## src/rtl/fifo_pkg.sv

```systemverilog
// -----------------------------------------------------------------------------
// fifo_pkg
// Shared definitions for the asynchronous FIFO pointer/flag blocks (read side
// and write side).
//   FIFO_ASIZE        default address width (depth = 2**FIFO_ASIZE)
//   FIFO_SYNC_STAGES  default depth of the cross-domain pointer synchroniser
//   GRAY_MAX_W        width of the Gray/binary helper functions; callers
//                     zero-extend their pointer into it and truncate the result
//   gray2bin()        Gray -> binary, MSB-first XOR prefix
//   bin2gray()        binary -> Gray
// -----------------------------------------------------------------------------
package fifo_pkg;

    localparam int FIFO_ASIZE       = 4;
    localparam int FIFO_SYNC_STAGES = 2;
    localparam int GRAY_MAX_W       = 32;

    // Each binary bit is the XOR of its Gray bit and every Gray bit above it.
    // Zero-extended upper bits contribute nothing, so a narrow pointer
    // converts correctly inside the wide container.
    function automatic logic [GRAY_MAX_W-1:0] gray2bin(input logic [GRAY_MAX_W-1:0] gray);
        logic [GRAY_MAX_W-1:0] bin;
        bin                 = '0;
        bin[GRAY_MAX_W-1]   = gray[GRAY_MAX_W-1];
        for (int i = GRAY_MAX_W - 2; i >= 0; i--) begin
            bin[i] = bin[i+1] ^ gray[i];
        end
        return bin;
    endfunction

    function automatic logic [GRAY_MAX_W-1:0] bin2gray(input logic [GRAY_MAX_W-1:0] bin);
        return (bin >> 1) ^ bin;
    endfunction

endpackage

```

## src/rtl/rptr_empty_ctrl_sync_bus.sv

```systemverilog
// -----------------------------------------------------------------------------
// sync_bus
// Multi-flop synchroniser for a Gray-coded bus entering the clk_i domain.
// Only one bit of the bus changes per source update, so each stage samples a
// coherent value (old or new) even when the capture edge lands mid-change.
// Ports:
//   clk_i   destination clock
//   rst_ni  asynchronous active-low reset, clears every stage to 0
//   d_i     bus from the foreign clock domain
//   q_o     synchronised bus (last stage)
// -----------------------------------------------------------------------------
module sync_bus #(
    parameter int WIDTH  = 5,
    parameter int STAGES = 2
) (
    input  logic             clk_i,
    input  logic             rst_ni,
    input  logic [WIDTH-1:0] d_i,
    output logic [WIDTH-1:0] q_o
);

    logic [WIDTH-1:0] stage_q [STAGES];

    // NOTE: flop state is written with non-blocking assignments so every stage
    // samples its predecessor's value from before the edge; blocking here would
    // collapse the chain into a single flop.
    always_ff @(posedge clk_i or negedge rst_ni) begin
        if (!rst_ni) begin
            // NOTE: this register array is a flop chain, not a RAM, so it is
            // reset; a real memory array would be left unreset.
            for (int i = 0; i < STAGES; i++) begin
                stage_q[i] <= '0;
            end
        end else begin
            stage_q[0] <= d_i;
            for (int i = 1; i < STAGES; i++) begin
                stage_q[i] <= stage_q[i-1];
            end
        end
    end

    assign q_o = stage_q[STAGES-1];

endmodule

```

## src/rtl/rptr_empty_ctrl.sv

```systemverilog
// -----------------------------------------------------------------------------
// rptr_empty_ctrl
// Read-side pointer and flag logic of an asynchronous FIFO.
// Ports:
//   rclk        read clock
//   rrst_n      asynchronous active-low reset
//   rinc        read request; ignored (and flagged) while the FIFO is empty
//   wptr_async  Gray write pointer straight from the write domain
//   aempty_thr  almost-empty threshold (quasi-static)
//   rclr_uf     clears the sticky underflow flag
//   rptr        Gray read pointer for the write domain
//   raddr       binary RAM read address
//   rempty      FIFO empty
//   raempty     fill level <= aempty_thr
//   rlevel      fill level as seen from the read domain, 0..2**ASIZE
//   runderflow  sticky read-while-empty error
// All outputs come straight from flops (raddr is a slice of one), so no
// combinational path exists from wptr_async to an output.
// -----------------------------------------------------------------------------
module rptr_empty_ctrl
    import fifo_pkg::*;
#(
    parameter int ASIZE       = FIFO_ASIZE,
    parameter int SYNC_STAGES = FIFO_SYNC_STAGES
) (
    input  logic             rclk,
    input  logic             rrst_n,
    input  logic             rinc,
    input  logic [ASIZE:0]   wptr_async,
    input  logic [ASIZE:0]   aempty_thr,
    input  logic             rclr_uf,
    output logic [ASIZE:0]   rptr,
    output logic [ASIZE-1:0] raddr,
    output logic             rempty,
    output logic             raempty,
    output logic [ASIZE:0]   rlevel,
    output logic             runderflow
);

    localparam int PW = ASIZE + 1;

    if (SYNC_STAGES < 2 || SYNC_STAGES > 4) begin : g_bad_sync_stages
        $error("rptr_empty_ctrl: SYNC_STAGES must be in 2..4");
    end

    logic [ASIZE:0] wptr_sync;
    logic [ASIZE:0] wbin_sync;

    logic [ASIZE:0] rbin_q,  rbin_d;
    logic [ASIZE:0] rptr_q,  rptr_d;
    logic [ASIZE:0] rlevel_q, rlevel_d;
    logic           rempty_q,     rempty_d;
    logic           raempty_q,    raempty_d;
    logic           runderflow_q, runderflow_d;

    logic           rd_en;
    logic           uf_event;

    sync_bus #(
        .WIDTH  (PW),
        .STAGES (SYNC_STAGES)
    ) u_wptr_sync (
        .clk_i  (rclk),
        .rst_ni (rrst_n),
        .d_i    (wptr_async),
        .q_o    (wptr_sync)
    );

    // NOTE: every signal driven here is assigned on every pass, so no latch
    // can be inferred.
    always_comb begin
        rd_en    = rinc & ~rempty_q;
        uf_event = rinc &  rempty_q;

        // Pointer arithmetic is modulo 2**PW; the extra MSB tells wrap laps apart.
        rbin_d = rbin_q + PW'(rd_en);
        rptr_d = (rbin_d >> 1) ^ rbin_d;

        wbin_sync = PW'(gray2bin(GRAY_MAX_W'(wptr_sync)));

        // Compare against the next pointer so a read of the last entry shows
        // empty on the very edge that consumes it.
        rempty_d  = (rptr_d == wptr_sync);
        rlevel_d  = wbin_sync - rbin_d;
        raempty_d = (rlevel_d <= aempty_thr);

        // A new underflow wins over a clear in the same cycle.
        runderflow_d = uf_event | (runderflow_q & ~rclr_uf);
    end

    always_ff @(posedge rclk or negedge rrst_n) begin
        if (!rrst_n) begin
            rbin_q       <= '0;
            rptr_q       <= '0;
            rlevel_q     <= '0;
            rempty_q     <= 1'b1;
            raempty_q    <= 1'b1;
            runderflow_q <= 1'b0;
        end else begin
            rbin_q       <= rbin_d;
            rptr_q       <= rptr_d;
            rlevel_q     <= rlevel_d;
            rempty_q     <= rempty_d;
            raempty_q    <= raempty_d;
            runderflow_q <= runderflow_d;
        end
    end

    assign rptr       = rptr_q;
    assign raddr      = rbin_q[ASIZE-1:0];
    assign rempty     = rempty_q;
    assign raempty    = raempty_q;
    assign rlevel     = rlevel_q;
    assign runderflow = runderflow_q;

endmodule

```

## config.mk

```make
export PLATFORM = sky130hd
export DESIGN_NAME = rptr_empty_ctrl
export DESIGN_NICKNAME = d
export VERILOG_FILES = /design/src/rtl/fifo_pkg.sv /design/src/rtl/rptr_empty_ctrl_sync_bus.sv /design/src/rtl/rptr_empty_ctrl.sv
export SDC_FILE = /design/constraint.sdc
export NUM_CORES = 1
export LEC_CHECK = 0
export ABC_CLOCK_PERIOD_IN_PS = 5400
export BUFFER_PORTS_ARGS = -buffer_cell sky130_fd_sc_hd__buf_2
export CORE_ASPECT_RATIO = 1.2
export CORE_MARGIN = 5
export CORE_UTILIZATION = 50
export CTS_BUF_LIST = sky130_fd_sc_hd__clkbuf_4 sky130_fd_sc_hd__clkbuf_8
export CTS_CLUSTER_DIAMETER = 80
export CTS_CLUSTER_SIZE = 14
export DETAILED_ROUTE_END_ITERATION = 7
export GPL_TIMING_DRIVEN = 0
export PLACE_DENSITY = 0.75
export SLEW_MARGIN = 40
export SYNTH_ARGS = -nofsm -noshare
export SYNTH_HDL_FRONTEND = slang
export SYNTH_SLANG_ARGS = --single-unit
```

## constraint.sdc

```tcl
create_clock -name rclk -period 5.4 [get_ports rclk]
set_input_delay 0.54 -clock rclk [delete_from_list [all_inputs] [get_ports rclk]]
set_output_delay 0.54 -clock rclk [all_outputs]
set_load 0.1 [all_outputs]
```

; ---- Word level (Yosys, flattened, before mapping)
; Cells that the tools add are included.
[word_totals]
register_bits = 28
latch_bits = 0
ramBits = 0
romBits = 0
out_inout_bits = 17
elab_cells = 23
n_memories = 0
[classes]
add_sub_neg = 2
mul = 0
div_mod_pow = 0
order_cmp = 1
n_eq_ne = 1
shifts = 0
mux = 0
bitwise = 11
n_reduce_logical = 0
[ops]
columns = operator, count
row1 = 5-bit by 1-bit adder with 5-bit output, 1
row2 = 5-bit equality test, 1
row3 = 5-bit <= comparator, 1
row4 = 5-bit subtractor, 1
row5 = 4-bit by 5-bit bitwise XOR with 5-bit output, 1
row6 = 1-bit bitwise XOR, 4
row7 = 1-bit AND, 3
row8 = 1-bit inverter, 2
row9 = 1-bit bitwise OR, 1

; ---- Longest topological paths before layout
[logic_depth]
word_depth = 6
mapped_depth = 14
depth_no_buf = 14

; ---- Modules after synthesis
; From an unflattened synthesis, not the netlist that was laid out.
[hier_totals]
cells_unflattened = 114
hier_area_um2 = 1356.3
[modules_own_cells]
columns = mod, instances, cells_each, area_per_inst_um2, seq_area_each_um2
row1 = rptr_empty_ctrl, 1, 99, 1068.5, 427.9
row2 = sync_bus, 1, 15, 287.8, 250.2

; ---- Worst setup path before layout
; OpenSTA, ideal clock, no wires.
[synth_path]
kind = register to register
startpoint = register rbin_q[0]
endpoint = register raempty_q, in the netlist raempty
setup_ns = 0.072
t_arrival_ns = 3.057
setup_slack_ns = 2.272
path_stages_with_launch = 13
n_path_buf = 1
synth_period_minus_slack_ns = 3.128
path_cell_list = dfrtp_1 ha_1 buf_2 xor2_2 inv_1 ha_1 a21o_1 a21oi_1 xnor2_1 ha_1 o21a_1 o21a_1 o21ai_1
[synth_between]
elab_chain_len = 3
[synth_rtl]
columns = item, line
row1 = from (decl), rptr_empty_ctrl.sv:49  ; logic [ASIZE:0] rbin_q, rbin_d;
row2 = from (signal assigned), rptr_empty_ctrl.sv:100  ; rbin_q <= rbin_d;
row3 = 5-bit by 1-bit adder with 5-bit output, rptr_empty_ctrl.sv:76  ; rbin_d = rbin_q + PW'(rd_en);
row4 = via rbin_d[1], rptr_empty_ctrl.sv:49
row5 = 5-bit subtractor, rptr_empty_ctrl.sv:84  ; rlevel_d = wbin_sync - rbin_d;
row6 = via rlevel_d[3], rptr_empty_ctrl.sv:51  ; logic [ASIZE:0] rlevel_q, rlevel_d;
row7 = 5-bit <= comparator, rptr_empty_ctrl.sv:85  ; raempty_d = (rlevel_d <= aempty_thr);
row8 = via raempty_d, rptr_empty_ctrl.sv:53  ; logic raempty_q, raempty_d;
row9 = to (signal assigned), rptr_empty_ctrl.sv:104  ; raempty_q <= raempty_d;
row10 = to (decl), rptr_empty_ctrl.sv:53
; The timed path passes the listed nets, and every way through them passes these cells.

; ---- Worst setup path in the final report
[layout_path]
startpoint = register u_wptr_sync.stage_q (netlist bit u_wptr_sync.q_o[4])
endpoint = register raempty_q, in the netlist raempty
[layout_between]
elab_chain_len = 6
[layout_rtl]
columns = item, line
row1 = from (decl), rptr_empty_ctrl_sync_bus.sv:22  ; logic [WIDTH-1:0] stage_q [STAGES];
row2 = "from (signal, indexed assignment)", rptr_empty_ctrl_sync_bus.sv:37  ; stage_q[i] <= stage_q[i-1];
row3 = 1-bit bitwise XOR * (3 in series), fifo_pkg.sv:26  ; bin[i] = bin[i+1] ^ gray[i];
row4 = 1-bit bitwise XOR, fifo_pkg.sv:26
row5 = 5-bit subtractor *, rptr_empty_ctrl.sv:84
row6 = via rlevel_d[1], rptr_empty_ctrl.sv:51
row7 = 5-bit <= comparator *, rptr_empty_ctrl.sv:85
row8 = via raempty_d, rptr_empty_ctrl.sv:53
; The timed path passes the listed nets; every way through them passes the cells marked *.

==> flow_metrics.tcl <==
set metrics [dict create \
    setup_viol 0 \
    fin_crit_ps 3192 \
    first_iter_violations 9 \
    grt_max_degree 28 \
    initial_core_util 0.5196 \
    dieArea_um2 3787 \
    final.setup.tns_ps 0 \
    crit_type "reg2reg" \
    clock.fmax_ghz 0.3132 \
    clk_latency_ps 320 \
    syn_inst 110 \
    status "finished, final reports clean" \
    synth_cell_types 29 \
    r2r_start "u_wptr_sync.q_o[4]" \
    worstMarginPinSlew_ps 564.8 \
    overflow 0 \
    drive_above_1_share 0.2917 \
    drc_errors 0 \
    ios 31 \
    hold_buffers 0 \
    rows 20 \
    cts_tree "yes" \
    clk_pin_slew_worst_paths_ps 140 \
    syn_area_um2 1326 \
    nets 171 \
    vias 837 \
    drv_cap 0 \
    routed_wl_mm 2.040 \
    numCtsBuffers 3 \
    rsz0062_at_grt "false" \
    diodes 0 \
    worstSetupStartpointType "register" \
    max_slew_margin 0.6235 \
    syn_avg_cell_area_um2 12.06 \
    clock-sinks 27 \
    hold_violations 0 \
    clock_skew_ps 10.51 \
    yosysSeqAreaShare 0.5113 \
    cts_resized 0 \
    die_y_um 66.42 \
    portBuffers 30 \
    hold_path_class "in2async" \
    core_um2 2552 \
    area_growth_pct 16.70 \
    root_buffer "clkbuf_4" \
    yosys_warnings 0 \
    synthesis.nets 136 \
    cts_max_level 1 \
    finalCritPeriodShare 0.5912 \
    r2r_slack_ps 2210 \
    first_pass_iters 2 \
    grt_first_pass_wirelength_mm 3.726 \
    required_ps 5650 \
    drv_slew 0 \
    r2r_end "raempty" \
    gp_congestion 0.7493 \
    crit_path_max_fanout 3 \
    critPathCaptureType "register" \
    drt-vias-per-instance 4.729 \
    r2r_cells 13 \
    ys_seq_elements 27 \
    track_usage 0.1256 \
    dp_hpwl_mm 1.676 \
    antenna_found_initial 0 \
    routedWlPerCell_um 11.53 \
    die_w_um 57.02 \
    post_cts_buffers 0 \
    grt_pass1_vias 875 \
    clockBufferDepth 2 \
    cp.arrival_ps 3440 \
    detail-route-antenna-nets 0 \
]
how the worst max path moves through the flow:
stage | startpoint | cells after the start | slack (ps) | end
2_1_floorplan | rbin_q[0] | 12 | 2270 | raempty
3_3_place_gp | rinc | 13 | 2270 | raempty
3_5_place_dp | u_wptr_sync.q_o[4] | 13 | 2220 | raempty
4_1_cts | u_wptr_sync.q_o[4] | 13 | 2190 | raempty
5_1_grt | u_wptr_sync.q_o[4] | 13 | 2000 | raempty
6_report | u_wptr_sync.q_o[4] | 13 | 2210 | raempty
cell families (layout without fill, tap and decap cells):
| group | Yosys count | in the layout | synth area share |
|---|---|---|---|
| AOI/OAI and AO/OA | 13 | 13 | 0.06037 |
| buffers and inverters | 18 | 52 | 0.06509 |
| and+or+nand+nor | 16 | 16 | 0.08020 |
| adders and majority gates | 12 | 12 | 0.1189 |
| xor gates and xnor gates | 24 | 24 | 0.1642 |
| DFF | 27 | 27 | 0.5113 |
cell type report:
cell class | count | area [µm²]
Timing Repair Buffer | 30 | 150.1
Buffer | 3 | 30.03
Inverter | 15 | 56.30
Clock buffer | 4 | 30.03
Multi-Input combinational cell | 65 | 561.8
Fill cell | 223 | 1005
Tap cell | 33 | 41.29
Sequential cell | 27 | 678.2
cells in the mapped netlist:
cell type | n | area share
nor2_1 | 1 | 0.0028
nor2b_1 | 2 | 0.0094
and4_1 | 1 | 0.0066
ha_1 | 11 | 0.10
o21a_1 | 3 | 0.017
and4b_1 | 1 | 0.0075
xnor2_1 | 13 | 0.086
a21o_1 | 2 | 0.011
inv_1 | 15 | 0.042
o21ai_0 | 2 | 0.0075
buf_2 | 2 | 0.0075
fa_1 | 1 | 0.015
nand2_1 | 2 | 0.0057
dfstp_2 | 2 | 0.040
dfrtp_1 | 25 | 0.47
nor3b_1 | 1 | 0.0057
nand2b_1 | 1 | 0.0047
and3_1 | 1 | 0.0047
and3_2 | 1 | 0.0057
nor4_2 | 1 | 0.0094
nand3_1 | 2 | 0.0075
xor2_2 | 1 | 0.012
buf_12 | 1 | 0.015
xor2_1 | 10 | 0.066
nand4_1 | 1 | 0.0047
o21ai_1 | 1 | 0.0038
a21boi_0 | 1 | 0.0057
a21oi_1 | 4 | 0.015
nand3b_1 | 1 | 0.0057
through the flow:
step	std cells	area (µm²)	hold WS, ps	setup slack, ps	util
after global placement	173	1518	333.0	2275	0.5946
after detailed placement	173	1518	341.1	2224	0.5946
after floorplan	110	1326	244.4	2272	-
final	177	1548	189.9	2208	0.6064
after CTS	177	1548	197.2	2186	0.6064
after global routing	177	1548	216.0	2002	0.6064
critical path, cell delays in order, from the launching register on:
cell and delay (ps):
dfrtp_1 430, xor2_1 240, xnor2_1 190, xor2_1 330, xor2_1 130, ha_1 240
fa_1 480, inv_1 50, ha_1 280, nor2b_1 130, o21a_1 160, o21a_1 170
o21a_1 170, o21ai_1 130
sequential cells by signal (all words and copies together) (netlist names):
register	flops
raempty	1
rbin_q	5
rempty	1
rlevel	5
rptr	4
runderflow	1
u_wptr_sync.q_o	5
u_wptr_sync.stage_q	5
placed cells by master (no fill, tap or decap), types with 3 or more instances in the layout:
cell type / n
a21oi_1: 4
buf_2: 32
clkbuf_4: 4
dfrtp_1: 25
ha_1: 11
inv_1: 15
o21a_1: 3
xnor2_1: 13
xor2_1: 10
routing by layer:
| layer | wire length [µm] | track usage | share of wire |
|---|---|---|---|
| met1 | 847 | 0.1498 | 0.42 |
| met2 | 1012 | 0.2229 | 0.50 |
| met4 | 27 | 0.03478 | 0.013 |
| met3 | 154 | 0.03125 | 0.075 |
| met5 | 0 | 0 | 0 |
Power is not shown: default switching activity piles up to over one toggle a cycle in this logic, so the estimate is an artifact.
